==> src/rtl/pipe_hazard_unit.sv <==
// pipe_hazard_unit
//   Forwarding and stall control for the 5-stage core, placed beside ID.
//   Picks, for every ID read port, whether the operand comes from the
//   register file or is forwarded from EX, MEM or WB. It also produces the
//   per-stage stall vector, the IF/ID flush and a saturating count of
//   stalled cycles.
//
//   Stall sources:
//     load-use : a load in EX feeds a register that ID reads -> 6'b000111
//     mul/div  : a multi-cycle op occupies EX for DIV_CYCLES -> 6'b001111
//   The mul/div stall wins over the load-use stall.
//
// Ports
//   clk, rst        clock (rising edge), synchronous active-high reset
//   rd_en/rd_addr   ID read ports; port i address in [i*AW +: AW]
//   ex_*/mem_*/wb_* destination info of the instructions in EX/MEM/WB
//   ex_mdiv_start   EX holds a newly issued mul/div
//   id_branch_tkn   ID resolved a taken branch
//   fwd_sel         port i select in [2i +: 2]: 00 rf, 01 EX, 10 MEM, 11 WB
//   stall           bit0 PC .. bit5 WB, 1 = hold that stage
//   flush_if        squash IF/ID
//   mdiv_busy       mul/div FSM is in its MDIV state
//   mdiv_done       pulse in the last mul/div stall cycle
//   stall_cycles    saturating count of cycles with stall != 0
module pipe_hazard_unit #(
   parameter int NREAD      = 2,
   parameter int AW         = 5,
   parameter int DIV_CYCLES = 32,
   parameter int CNT_W      = 16
) (
   input  logic                 clk,
   input  logic                 rst,
   input  logic [NREAD-1:0]     rd_en,
   input  logic [NREAD*AW-1:0]  rd_addr,
   input  logic                 ex_we,
   input  logic [AW-1:0]        ex_waddr,
   input  logic                 ex_mem2reg,
   input  logic                 mem_we,
   input  logic [AW-1:0]        mem_waddr,
   input  logic                 wb_we,
   input  logic [AW-1:0]        wb_waddr,
   input  logic                 ex_mdiv_start,
   input  logic                 id_branch_tkn,
   output logic [2*NREAD-1:0]   fwd_sel,
   output logic [5:0]           stall,
   output logic                 flush_if,
   output logic                 mdiv_busy,
   output logic                 mdiv_done,
   output logic [CNT_W-1:0]     stall_cycles
);

   localparam int CW = (DIV_CYCLES > 1) ? $clog2(DIV_CYCLES) : 1;

   typedef enum logic {IDLE, MDIV} state_t;

   state_t            state_reg;
   logic [CW-1:0]     cnt_reg;
   logic [CNT_W-1:0]  stall_cycles_reg;
   logic [NREAD-1:0]  lu_hit;
   logic              load_use;
   logic              mdiv_stall;

   // Per-port forwarding and load-use detection. Register 0 is hard-wired
   // zero, so it never matches a producer.
   generate
      for (genvar gi = 0; gi < NREAD; gi++) begin : g_port
         logic [AW-1:0] addr;
         logic          live;
         logic          ex_hit;
         logic          mem_hit;
         logic          wb_hit;

         assign addr    = rd_addr[gi*AW +: AW];
         assign live    = rd_en[gi] & (addr != '0);
         assign ex_hit  = live & ex_we  & (addr == ex_waddr);
         assign mem_hit = live & mem_we & (addr == mem_waddr);
         assign wb_hit  = live & wb_we  & (addr == wb_waddr);
         // Load-use does not depend on ex_we: a load in EX is enough.
         assign lu_hit[gi] = live & ex_mem2reg & (addr == ex_waddr);

         assign fwd_sel[2*gi +: 2] = rst     ? 2'b00 :
                                     ex_hit  ? 2'b01 :
                                     mem_hit ? 2'b10 :
                                     wb_hit  ? 2'b11 : 2'b00;
      end
   endgenerate

   assign load_use = |lu_hit;

   // The start cycle itself already stalls; in MDIV a new start is ignored
   // because EX is held anyway.
   assign mdiv_stall = (state_reg == MDIV) | ex_mdiv_start;

   always_comb begin
      stall = 6'b000000;
      if (!rst) begin
         if (mdiv_stall)
            stall = 6'b001111;
         else if (load_use)
            stall = 6'b000111;
      end
   end

   // A branch resolved in a held ID is retried once ID is released.
   assign flush_if  = ~rst & id_branch_tkn & ~stall[2];
   assign mdiv_busy = ~rst & (state_reg == MDIV);
   assign mdiv_done = mdiv_busy & (cnt_reg == CW'(1));

   assign stall_cycles = stall_cycles_reg;

   always_ff @(posedge clk) begin
      if (rst) begin
         state_reg        <= IDLE;
         cnt_reg          <= '0;
         stall_cycles_reg <= '0;
      end else begin
         case (state_reg)
            IDLE: begin
               if (ex_mdiv_start) begin
                  state_reg <= MDIV;
                  cnt_reg   <= CW'(DIV_CYCLES - 1);
               end
            end
            MDIV: begin
               cnt_reg <= cnt_reg - CW'(1);
               if (cnt_reg == CW'(1))
                  state_reg <= IDLE;
            end
            default: begin
               state_reg <= IDLE;
               cnt_reg   <= '0;
            end
         endcase

         if ((stall != 6'b000000) && (stall_cycles_reg != {CNT_W{1'b1}}))
            stall_cycles_reg <= stall_cycles_reg + CNT_W'(1);
      end
   end

endmodule
==> config.mk <==
export PLATFORM = sky130hd
export DESIGN_NAME = pipe_hazard_unit
export DESIGN_NICKNAME = d
export VERILOG_FILES = /design/src/rtl/pipe_hazard_unit.sv
export SDC_FILE = /design/constraint.sdc
export NUM_CORES = 1
export LEC_CHECK = 0
export ABC_AREA = 1
export BUFFER_PORTS_ARGS = -buffer_cell sky130_fd_sc_hd__buf_2
export CELL_PAD_IN_SITES_DETAIL_PLACEMENT = 0
export CELL_PAD_IN_SITES_GLOBAL_PLACEMENT = 1
export CORE_MARGIN = 8
export CORE_UTILIZATION = 34
export DETAILED_ROUTE_END_ITERATION = 10
export PLACE_DENSITY_LB_ADDON = 0.1
export SYNTH_ARGS = -nofsm -noshare
export SYNTH_HDL_FRONTEND = slang
export SYNTH_SLANG_ARGS = --single-unit
==> constraint.sdc <==
create_clock -name clk -period 2.27 [get_ports clk]
set_input_delay 0.1135 -clock clk [delete_from_list [all_inputs] [get_ports clk]]
set_output_delay 0.1135 -clock clk [all_outputs]
set_load 0.01 [all_outputs]
==> impl_metrics.env <==
export IMPL_status="complete, no violations"
export IMPL_num_fill_cells=598
export IMPL_clk_pin_slew_ns=0.09
export IMPL_cellPowerDensity_mw_per_mm2=449
export IMPL_r2r_cells=10
export IMPL_fin_area_mm2=0.00228
export IMPL_ys_flop_type="dfxtp_1"
export IMPL_leakage_nw=1.07
export IMPL_synth_xor_xnor_area_share=0.138
export IMPL_die_area_mm2=0.00804
export IMPL_syn_avg_cell_area_um2=6.52
export IMPL_hold_depth=3
export IMPL_syn_inst=283
export IMPL_worstPathRequired_ns=2.43
export IMPL_largest_register_ffs=16
export IMPL_grt_first_pass_wirelength_um=9120
export IMPL_max_freq_mhz=538
export IMPL_slew_viol_final=0
export IMPL_setup_viol=0
export IMPL_synth_top_family_by_area="simple AND/OR/NAND/NOR gates"
export IMPL_die_h_um=89.7
export IMPL_grt_pass1_vias=1961
export IMPL_worstSetupStartpointType="register"
export IMPL_synth_area_leaders="dfxtp_1 (24%), nand2_1 (14%), xor2_1 (8.1%), inv_1 (6.3%), nor2_1 (6.1%)"
export IMPL_cts_inserted_buffers=3
export IMPL_whs_ns=0.141
export IMPL_hold_start="ex_mdiv_start"
export IMPL_r2r_start="stall_cycles[0]"
export IMPL_synth_simple_area_share=0.372
export IMPL_start_util=0.343
export IMPL_async_flop_share=0
export IMPL_dpl_cell_area_mm2=0.00220
export IMPL_cts_sinks=22
export IMPL_fin_crit_ns=1.86
export IMPL_drtIter0Drc=63
export IMPL_grt_max_degree=22
export IMPL_wl_um=5460
export IMPL_finalCritPeriodShare=0.818
export IMPL_grt_use_total=0.144
export IMPL_multiInputGateArea_mm2=0.00122
export IMPL_ff_latch_area_um2=440
export IMPL_worstPathArrival_ns=2.02
export IMPL_rsz0062_at_grt="false"
export IMPL_die_w_um=89.7
export IMPL_final_cell_mix="nand2_1 (67), buf_2 (61), inv_1 (31), nor2_1 (30), dfxtp_1 (22)"
export IMPL_ios=64
export IMPL_cts_buffer_depth=2
export IMPL_layout_cells_non_filler=414
export IMPL_synth_adder_area_share=0.0204
export IMPL_drt_antenna_violating_nets=0
export IMPL_n_antenna_cell=0
export IMPL_dp_cells=410
export IMPL_synth_distinct_cells=33
export IMPL_max_cap_viol_count=0
export IMPL_h_tree_depth=1
export IMPL_clock_latency_ns=0.27
export IMPL_cts_resized_gates=0
export IMPL_cts_hold_buf=0
export IMPL_cts_setup_buffers=0
export IMPL_hpwlAfterDp_um=4440
export IMPL_via_per_inst=4.74
export IMPL_yosysTopAreaCell="dfxtp_1"
export IMPL_ys_seq_area_frac=0.239
export IMPL_rows=27
export IMPL_synth_compound_area_frac=0.126
export IMPL_max_vdd_ir_drop_uv=258
export IMPL_yosysWarnings=0
export IMPL_fp_coreArea_mm2=0.00537
export IMPL_route_detailed_drc=0
export IMPL_numPortBuffers=61
export IMPL_globalplace_congestion=0.820
export IMPL_setup_tns_ns=0
export IMPL_crit_fanout=16
export IMPL_synth_area_mux_share=0
export IMPL_synth_area_mm2=0.00184
export IMPL_vias=1964
export IMPL_synthDominantCellAreaShare=0.239
export IMPL_fin_worst_skew_ns=0.00949
export IMPL_layout_nets=381
export IMPL_antenna_found_initial=0
export IMPL_cts_tree="done"
export IMPL_worstSetupPathType="reg2reg"
export IMPL_drive_gt1_frac=0.251
export IMPL_hold_violations=0
export IMPL_overflow=0
export IMPL_fin_util=0.424
export IMPL_cts_root_buf="clkbuf_8"
export IMPL_final_common_cell="nand2_1"
export IMPL_wl_per_cell_um=13.2
export IMPL_area_delta_synth_final_pct=23.4
export IMPL_end_kind="register"
export IMPL_dr_pass1_iters=4
export IMPL_synth_edf_count=0
export IMPL_min_delay_path_class="in2reg"
export IMPL_cp_startpoint="stall_cycles[0]"
export IMPL_synth_seq_cells=22
## path summary, 6_finish.rpt
path	endpoint	slack [ns]
worst max register to register	stall_cycles[0]	0.41
worst min register to register	cnt_reg[3]	0.47
worst max-delay path	stall_cycles[0]	0.41
worst min-delay path	cnt_reg[2]	0.14
## critical path, stage by stage, from the launching register on
cell     delay (ns)
dfxtp_1        0.40
ha_1           0.22
nand2_2        0.10
nor2_4         0.15
nand2_2        0.09
nor3_4         0.21
nand2_4        0.18
nand3_4        0.23
nand2_1        0.08
nand2_1        0.06
nor2_1         0.04
## cells in the mapped netlist, types with 5 or more instances
library cell,number
inv_1,31
xnor2_1,12
buf_4,5
a21oi_2,8
nand4_1,17
xor2_1,17
nor3_1,6
nor2_1,30
nand3_1,19
nand2_1,67
dfxtp_1,22
a21oi_1,18
## layer usage
metal,global-route usage,vias to the layer above,part of all wire
met4,0.0468,0,0.013
met5,0,-,0
met1,0.174,875,0.46
li1,-,1038,-
met3,0.0291,8,0.059
met2,0.246,43,0.47
## power by group
group / internal (W) / switching, W
registers: 0.000402 / 0.0000135
logic: 0.0000932 / 0.000140
clock network: 0.000236 / 0.000137
total: 0.000731 / 0.000291
## kinds of logic (layout without fill, tap and decap cells)
group	count (synthesis)	after routing
and+or+nand+nor	148	148
buffers and inverters	43	101
AOI/OAI and AO/OA	37	37
xor gates and xnor gates	29	29
DFF	22	22
adders and majority gates	3	3
other	1	2
## stage by stage
stage	power, W	setup WS, ns
after floorplan	0.000573	0.579
after global placement	0.000660	0.466
after detailed placement	0.000660	0.410
after CTS	0.00104	0.396
after global routing	0.00108	0.151
final	0.00102	0.413
## cell type report
class,count,area share
Multi-Input combinational cell,219,0.535
Clock buffer,3,0.0181
Tap cell,72,0.0396
Clock inverter,1,0.0132
Sequential cell,22,0.194
Inverter,32,0.0528
Timing Repair Buffer,65,0.147
Note: power is estimated with default switching activity, not from simulation.
